[config.mk]
export PLATFORM = sky130hd
export DESIGN_NAME = clk_div_prog
export DESIGN_NICKNAME = d
export VERILOG_FILES = /design/src/rtl/clk_div_prog.sv
export SDC_FILE = /design/constraint.sdc
export NUM_CORES = 1
export LEC_CHECK = 0
export ABC_CLOCK_PERIOD_IN_PS = 9300
export CORE_MARGIN = 2
export CORE_UTILIZATION = 59
export DETAILED_ROUTE_END_ITERATION = 10
export PLACE_DENSITY_LB_ADDON = 0.08
export SETUP_SLACK_MARGIN = 0.2
export SLEW_MARGIN = 20
export SYNTH_ARGS = -nofsm -noshare
export SYNTH_HDL_FRONTEND = slang
export SYNTH_SLANG_ARGS = --single-unit
[constraint.sdc]
create_clock -name clk -period 9.3 [get_ports clk]
set_clock_uncertainty 0.05 [all_clocks]
set_input_delay 0.93 -clock clk [delete_from_list [all_inputs] [get_ports clk]]
set_output_delay 0.93 -clock clk [all_outputs]
set_load 0.1 [all_outputs]
[src/rtl/clk_div_prog.sv]
`default_nettype none
// ============================================================================
//  Module   : clk_div_prog
//  Brief    : Runtime-programmable integer clock divider (1 .. 2^W-1) with a
//             period-start tick and boundary-synchronised divisor updates.
//  Revision : 1.0
// ============================================================================
module clk_div_prog #(
    parameter int             W           = 8,
    parameter logic [W-1:0]   DEFAULT_DIV = 2
) (
    input  logic         clk,
    input  logic         rst,
    input  logic         en,
    input  logic         div_wr,
    input  logic [W-1:0] div_in,
    output logic         clk_out,
    output logic         tick,
    output logic         pending,
    output logic [W-1:0] cur_div
);

    localparam logic [W-1:0] c_one  = {{(W-1){1'b0}}, 1'b1};
    localparam logic [W-1:0] c_zero = '0;

    logic [W-1:0] r_cnt;
    logic         r_running;
    logic [W-1:0] r_cur_div;
    logic [W-1:0] r_pend_div;
    logic         r_pending;
    logic         r_clk_out;
    logic         r_tick;

    logic         w_last;
    logic         w_apply;
    logic         w_wr_ok;
    logic [W-1:0] w_eff_div;
    logic [W-1:0] w_high;
    logic [W-1:0] w_cnt_next;

    assign w_wr_ok = div_wr && (div_in != c_zero);
    assign w_last  = (r_cnt == (r_cur_div - c_one));

    // A pending divisor takes effect at a wrap, at start, or whenever idle.
    always_comb begin
        w_apply = 1'b0;
        if (r_pending) begin
            if (!en || !r_running || w_last) begin
                w_apply = 1'b1;
            end
        end
    end

    assign w_eff_div  = w_apply ? r_pend_div : r_cur_div;
    // ceil(N/2) without an extra bit: N/2 + lsb(N).
    assign w_high     = {1'b0, w_eff_div[W-1:1]} + {{(W-1){1'b0}}, w_eff_div[0]};
    assign w_cnt_next = w_last ? c_zero : (r_cnt + c_one);

    always_ff @(posedge clk or posedge rst) begin
        if (rst) begin
            r_cnt      <= c_zero;
            r_running  <= 1'b0;
            r_cur_div  <= DEFAULT_DIV;
            r_pend_div <= DEFAULT_DIV;
            r_pending  <= 1'b0;
            r_clk_out  <= 1'b0;
            r_tick     <= 1'b0;
        end else begin
            if (w_apply) begin
                r_cur_div <= r_pend_div;
                r_pending <= 1'b0;
            end
            // A write on an applying edge stays pending for the next boundary.
            if (w_wr_ok) begin
                r_pend_div <= div_in;
                r_pending  <= 1'b1;
            end

            if (!en) begin
                r_running <= 1'b0;
                r_cnt     <= c_zero;
                r_clk_out <= 1'b0;
                r_tick    <= 1'b0;
            end else if (!r_running) begin
                r_running <= 1'b1;
                r_cnt     <= c_zero;
                r_clk_out <= 1'b1;
                r_tick    <= 1'b1;
            end else begin
                r_cnt     <= w_cnt_next;
                r_clk_out <= (w_cnt_next < w_high);
                r_tick    <= (w_cnt_next == c_zero);
            end
        end
    end

    assign clk_out = r_clk_out;
    assign tick    = r_tick;
    assign pending = r_pending;
    assign cur_div = r_cur_div;

endmodule
`default_nettype wire

# == Word-level counts from Yosys, hierarchy flattened ==
# Index checks and enable logic that the tools add are counted.
# totals
register_bits,28
in_bits,12
# classes
n_addsub,3
order_cmp,1
n_eq_ne,1
n_mux,13
reduce_logical,8
# ops
op,n
two-way mux 8 bit,4
two-way mux 1 bit,9
adder 7 x 1 -> 8 bit,1
adder 8 x 1 -> 8 bit (second input constant),1
equality test 8 bit,1
logical NOT 8 bit,1
less-than comparator 8 bit,1
nonzero test 8 bit,1
subtractor 8 x 1 -> 8 bit (second input constant),1
logical NOT 1 bit,2
logical OR 1 bit,2
nonzero test 2 bit,1
logical AND 1 bit,1

# == Longest topological paths before layout ==
# depth
depth_word,10
mapped_depth,21

# == Worst setup path after synthesis ==
# OpenSTA, ideal clock, no wires.
# synth_path
path_kind,flip-flop to flip-flop
from,register r_cur_div[0] (netlist: cur_div[0])
to,register r_clk_out (netlist: clk_out)
arrival_ns,5.166
required_ns,9.124
slack_ns,3.958
stages_incl_launch_ff,19
path_buffers,1
path_cell_list,dfrtp_1 -> inv_1 -> ha_1 -> or3b_1 -> or4_1 -> a2111o_1 -> o311ai_4 -> nand2_2 -> buf_6 -> mux2_4 -> ha_1 -> ha_1 -> nand2b_1 -> a22oi_1 -> and3b_1 -> ha_1 -> nand2_1 -> o311a_1 -> o311a_1
# synth_via
elab_chain_cells,10
elab_cells_between_ends,11
cone_classes,2 x add/sub; 1 x order compare; 1 x eq/ne; 6 x mux; 1 x reduce/logical
# synth_lines
item,line,source
from (decl),28,logic [W-1:0] r_cur_div;
from (signal assigned),70,r_cur_div <= r_pend_div;
subtractor 8 x 1 -> 8 bit,42,assign w_last = (r_cnt == (r_cur_div - c_one));
equality test 8 bit,42,
logical OR 1 bit,48,if (!en || !r_running || w_last) begin
two-way mux 1 bit,48,
two-way mux 1 bit,47,if (r_pending) begin
two-way mux 8 bit *,n/a,
net w_eff_div[0],37,logic [W-1:0] w_eff_div;
adder 7 x 1 -> 8 bit *,56,"assign w_high = {1'b0, w_eff_div[W-1:1]} + {{(W-1){1'b0}}, w_eff_div[0]};"
less-than comparator 8 bit *,91,r_clk_out <= (w_cnt_next < w_high);
two-way mux 1 bit *,84,end else if (!r_running) begin
two-way mux 1 bit *,79,if (!en) begin
to (signal assigned),91,
to (decl),31,logic r_clk_out;
# Mark *: on every way through the listed nets, which the timed path passes. The rest lies on a longest branch.
# A chain may end at the register's enable or synchronous reset.

# == Worst setup path after layout ==
# Ends and elaborated chain as after synthesis.

==> metrics <==
Initial Util 0.628; row count 20; IO Port Bufs 22; CTS tree built; final worst-path cycle share 0.608; first-pass GRT wire length just over 7000 um; Cells after DPL about 260; initial antenna violation count 0; DIE AREA between 3000 and 4000 um2; CP required 9.54 ns; DRT antenna net count 0; endpoints failing setup 0; FF-to-FF setup slack 3.65 ns; Startpoint Class flip-flop; Tmin final 5.65 ns; Starting DRT DRC Count approximately 120; first-pass detailed-route iteration total 4; PwrDens ~180 nW/um2; Main synth FF type dfrtp_1; post-CTS setup buffers 0; Rel. slew slack 0.351; max cap viols 0; Synth top area share 0.337; synth warn 0; Post-Layout Cell Count 266; drt wl/cell 16.4 um; sequential share of the synthesized area 0.364; synth top area cells dfrtp_1 34%, ha_1 7.1%, mux2_4 6.2%; Setup TNS 0 ns; via count 1555; Post-synth EDFFs 0; vias in the first global route 1468; Hold Crit Class reg -> reg; cts bufs inserted 3; final worst slack about 3.6 ns; largest net degree at the start of global routing 29; Cell Area, Synth 1930 um2; htree depth 1; grt ovf 0; Post-CTS Resized 0; Post-Syn Area per Cell approximately 9.4 um2; Residual DRC 0; Max Clk Rate 177 MHz; Ant. Diodes 0; Die Wd 61.2 um; clock-pin slew on the worst setup and hold paths 0.15 ns; nets 246; Final HPWL DP approximately 3400 um; Worst IR Drop VDD 86.4 uV; Hold Fails Final Rpt 0; Tot GR Track Use 0.263; status finished, final reports clean; crit path capture type flip-flop; worst slew pin tran 0.970 ns; share of post-route cells with drive strength above 1 0.0991; critical-path maximum fanout 13; I/O Pins 23; core footprint about 3100 um2; vias per cell between 5 and 6; Hold-fix buffers, CTS 0; Arr. time, crit path slightly below 6 ns; post-synthesis cell count a little over 200; clock root buffer clkbuf_4; final wirelength 4370 um; #FFs+latches synth 28; post-synth cell types 46; Slew Limit Fails 0; Yosys top cell by area dfrtp_1; Synth-to-Final Area Change 14.5%; # clock sinks 28; Place WS 3.74 ns; Total Power 397 uW; ys async rst share 1.00; leak pwr 0.000992 uW; gp weighted congestion 0.869; Crit Path Category reg -> reg; Mapped Nets roughly 230; worst skew pair latency between 0.3 and 0.4 ns; die height 61.2 um; RSZ-0062 raised after global routing false; Max Root-Sink Buffers 2
## kinds of logic (layout without fill, tap and decap cells)
family,after synthesis,after routing,synth area share
flip-flops,28,28,0.364
multiplexers,13,13,0.0900
adder cells (fa/ha/maj),11,11,0.0712
buffers and inverters,17,33,0.0382
AND/OR/NAND/NOR,96,96,0.256
XOR/XNOR,21,21,0.0951
AO/OA/AOI/OAI,20,20,0.0854
## worst max-delay path, stage by stage, from the launching register on
cell and delay, ns:
dfrtp_1 0.49, inv_1 0.09, ha_1 0.20, or3b_1 0.40, or4_1 0.43, a2111o_1 0.49
o311ai_4 0.58, nand2_2 0.38, mux2_4 0.30, ha_1 0.26, nand2_1 0.09, nor3_1 0.24
nand2_1 0.11, xor2_1 0.16, mux2_2 0.28, ha_1 0.30, a21o_1 0.19, a21oi_1 0.14
nor2b_1 0.06, o21ai_0 0.18, o311a_1 0.19
## routing by layer
| layer | part of all wire | track usage |
|---|---|---|
| met5 | 0 | 0 |
| met4 | 0.014 | 0.0745 |
| met3 | 0.059 | 0.0441 |
| met2 | 0.47 | 0.415 |
| met1 | 0.46 | 0.374 |
## stage by stage
step,util,cell area [um2],hold slack (ns)
after floorplan,-,1930,0.389
after global placement,0.702,2160,0.409
after detailed placement,0.702,2160,0.412
after CTS,0.719,2210,0.433
after global routing,0.719,2210,0.451
final,0.719,2210,0.433
## registers in the layout, indices dropped and copies added, names as in the netlist
signal and count:
pending 1, r_pend_div 8, clk_out 1, cur_div 8, r_running 1, tick 1
r_cnt 8
## synth_stat cells (2+ instances only)
cell	instances
or4_1	4
and3_1	6
nor3_1	2
nor4_1	2
inv_1	7
nor2_1	15
mux2_4	8
nand4b_1	2
dfrtp_1	26
nand3_1	13
xnor2_1	12
nand2b_1	5
nor3b_1	3
nor2b_1	4
xor2_1	9
o311a_1	2
buf_2	2
a21o_1	2
o21ai_0	4
clkbuf_1	7
ha_1	11
mux2i_1	2
nand4_1	4
mux2_2	3
dfstp_2	2
nand2_1	29
## report_power, final
group	switching [uW]	internal (uW)
clock network	37.4	43.6
registers	24.5	134
logic	101	57.5
total	163	235
## cell type report
type | instances | area [um2]
multi-input combinational | 161 | 1160
fill | 257 | 865
sequential | 28 | 703
timing repair buffer | 22 | 220
tap | 44 | 55.1
clock inverter | 1 | 30.0
inverter | 7 | 26.3
clock buffer | 3 | 22.5
## placed cells by master, fill, tap and decap left out, types with 8 or more instances in the layout
cell type	n
clkdlybuf4s50_1	22
dfrtp_1	26
ha_1	11
mux2_4	8
nand2_1	29
nand3_1	13
nor2_1	15
xnor2_1	12
xor2_1	9
## worst paths after layout
kind | depth (start not counted) | end | start
worst max-delay path | 20 | clk_out$_DFF_PP0_ | cur_div[0]$_DFF_PP0_
worst min-delay path | 2 | r_pend_div[1]$_DFFE_PP1P_ | r_pend_div[1]$_DFFE_PP1P_
worst max register to register | 20 | clk_out$_DFF_PP0_ | cur_div[0]$_DFF_PP0_
worst min register to register | 2 | r_pend_div[1]$_DFFE_PP1P_ | r_pend_div[1]$_DFFE_PP1P_
max in group asynchronous | 2 | cur_div[1]$_DFF_PP1_ | rst
min in group asynchronous | 2 | tick$_DFF_PP0_ | rst
No activity file was read; power rests on OpenSTA's default activity.
==> patch, RTL diff (same flow settings) <==
Register the inputs `en`, `div_wr` and `div_in` before use, with the module's reset. The logic sees them one clock later.
--- a/src/rtl/clk_div_prog.sv
+++ b/src/rtl/clk_div_prog.sv
@@ -23,6 +23,22 @@
     localparam logic [W-1:0] c_one  = {{(W-1){1'b0}}, 1'b1};
     localparam logic [W-1:0] c_zero = '0;
 
+    logic en_q;
+    logic div_wr_q;
+    logic [W-1:0] div_q;
+
+    always_ff @(posedge clk or posedge rst) begin
+        if (rst) begin
+            en_q     <= '0;
+            div_wr_q <= '0;
+            div_q    <= '0;
+        end else begin
+            en_q     <= en;
+            div_wr_q <= div_wr;
+            div_q    <= div_in;
+        end
+    end
+
     logic [W-1:0] r_cnt;
     logic         r_running;
     logic [W-1:0] r_cur_div;
@@ -38,14 +54,14 @@
     logic [W-1:0] w_high;
     logic [W-1:0] w_cnt_next;
 
-    assign w_wr_ok = div_wr && (div_in != c_zero);
+    assign w_wr_ok = div_wr_q && (div_q != c_zero);
     assign w_last  = (r_cnt == (r_cur_div - c_one));
 
     // A pending divisor takes effect at a wrap, at start, or whenever idle.
     always_comb begin
         w_apply = 1'b0;
         if (r_pending) begin
-            if (!en || !r_running || w_last) begin
+            if (!en_q || !r_running || w_last) begin
                 w_apply = 1'b1;
             end
         end
@@ -72,11 +88,11 @@
             end
             // A write on an applying edge stays pending for the next boundary.
             if (w_wr_ok) begin
-                r_pend_div <= div_in;
+                r_pend_div <= div_q;
                 r_pending  <= 1'b1;
             end
 
-            if (!en) begin
+            if (!en_q) begin
                 r_running <= 1'b0;
                 r_cnt     <= c_zero;
                 r_clk_out <= 1'b0;
Check against the original RTL: not equivalent (Yosys sat finds a counterexample within 4 cycles, from zero or initial values and one cycle with rst high).
==> patch against the unedited design <==
Synthesized cell count is 6.3% higher. Cell count is 9.0% higher. Fmax is 11% higher. Highest routed layer unchanged. Largest cell class unchanged. Critical endpoint unchanged. Worst setup slack better by 0.56 ns. Power is 23% higher. Routed wire length is 5.3% higher. Final area is 14% higher. Sequential cell count is 10 higher. Count of clock-buffer cells in the layout is 3 higher. Critical path depth stayed put. Area after synthesis is 14% higher.
==> patch: results (changes against the unedited design) <==
drt_iter0_markers: 122  # was 119
clock_latency_ns: 0.30  # was 0.34 ns
synth_cell_type_count: 45  # was 46
final_cells: 290  # was 266
synth_cells: 219  # was 206
grt_max_degree: 39  # was 29
worst-endpoint-arrival_ns: 5.21  # was 5.89 ns
route.vias.total: 1672  # was 1555
placedInstanceArea_um2: 2435  # was 2161 um2
pre_cts_ws_ns: 4.302  # was 3.741 ns
met3_usage: 0.05382  # was 0.04412
track_usage: 0.2521  # was 0.2629
status: "complete, no violations"  # unchanged
grt_pass1_wl_mm: 7.983  # was 7.176 mm
synth.top_cells.by_area: "dfrtp_1, ha_1, xnor2_1"  # was dfrtp_1, ha_1, mux2_4
antenna_found_initial: 0  # unchanged
wl_met2_mm: 2.289  # was 2.037 mm
worstMarginPinSlew_ns: 0.9794  # was 0.9701 ns
fin_nets: 264  # was 246
post_drt_wl_per_cell_um: 15.87  # was 16.43 um
syn-num-nets: 242  # was 229
ctsRootBufferMaster: "clkbuf_8"  # was clkbuf_4
use_met1: 0.3371  # was 0.3745
hpwl_mm: 3.392  # was 3.388 mm
use_met2: 0.4111  # was 0.4149
synth.top_cell.area_share: 0.4103  # was 0.3366
wl_met3_um: 149  # was 256 um
crit_family: "simple AND/OR/NAND/NOR gates"  # was compound AO/OA/AOI/OAI gates
cellLeakagePower_nw: 1.159  # was 0.9924 nW
cp_slowest_stage_delay_ns: 0.64  # was 0.58 ns
yosysSeqAreaShare: 0.4342  # was 0.3638
drive_gt1_frac: 0.1198  # was 0.09910
place_inst: 282  # was 262
gp_congestion: 0.9210  # was 0.8688
synth_commonest_cells: "dfrtp_1, nand2_1, nor2_1, nand3_1, xnor2_1"  # was nand2_1, dfrtp_1, nor2_1, nand3_1, xnor2_1
numCtsBuffers: 5  # was 3
drt-met1-wl_mm: 2.106  # was 2.015 mm
htree_levels: 2  # was 1
path_clk_slew_ns: 0.08  # was 0.15 ns
ir_worst_vdd_mv: 0.1167  # was 0.08645 mV
-- patch: cell types whose count changed after synthesis, moves of 3 or more --
| cell | delta |
|---|---|
| nor2_1 | +6 |
| nor3b_1 | -3 |
| dfrtp_1 | +10 |
| and3_1 | -3 |
-- patch: final cells by class --
type | instances | area (um2)
sequential | 38 | 953.4
tap | 48 | 60.06
timing repair buffer | 23 | 227.7
clock inverter | 2 | 12.51
inverter | 9 | 33.78
clock buffer | 6 | 82.58
multi-input combinational | 164 | 1160
fill | 289 | 1076
-- patch: final timing paths --
check,startpoint,to,slack [ns],cells after the start
max,cur_div[0],clk_out,4.21,20
min,r_pend_div[1],r_pend_div[1],0.42,2
max reg2reg,cur_div[0],clk_out,4.21,20
min reg2reg,r_pend_div[1],r_pend_div[1],0.42,2
max in group asynchronous,rst,cur_div[1],7.86,3
min in group asynchronous,rst,r_cnt[2],0.98,3
-- patch: cells by family after synthesis --
kind of cell	count (synthesis)	share of synthesized area
buffers and inverters	17	0.03761
AO/OA/AOI/OAI	21	0.07806
XOR/XNOR	23	0.09174
AND/OR/NAND/NOR	96	0.2188
adder cells (fa/ha/maj)	11	0.06268
flip-flops	38	0.4342
multiplexers	13	0.07692
-- patch: power by group --
part / total (mW) / switching (mW) / internal [mW]
sequential: 0.206 / 0.0259 / 0.180
clock: 0.120 / 0.0602 / 0.0596
combinational: 0.163 / 0.106 / 0.0572
-- patch: tightest hold or removal path: cells and delay by family (launching register included) --
family	cells	cell delay, ns
and+or+nand+nor	2	0.10
DFF	1	0.38
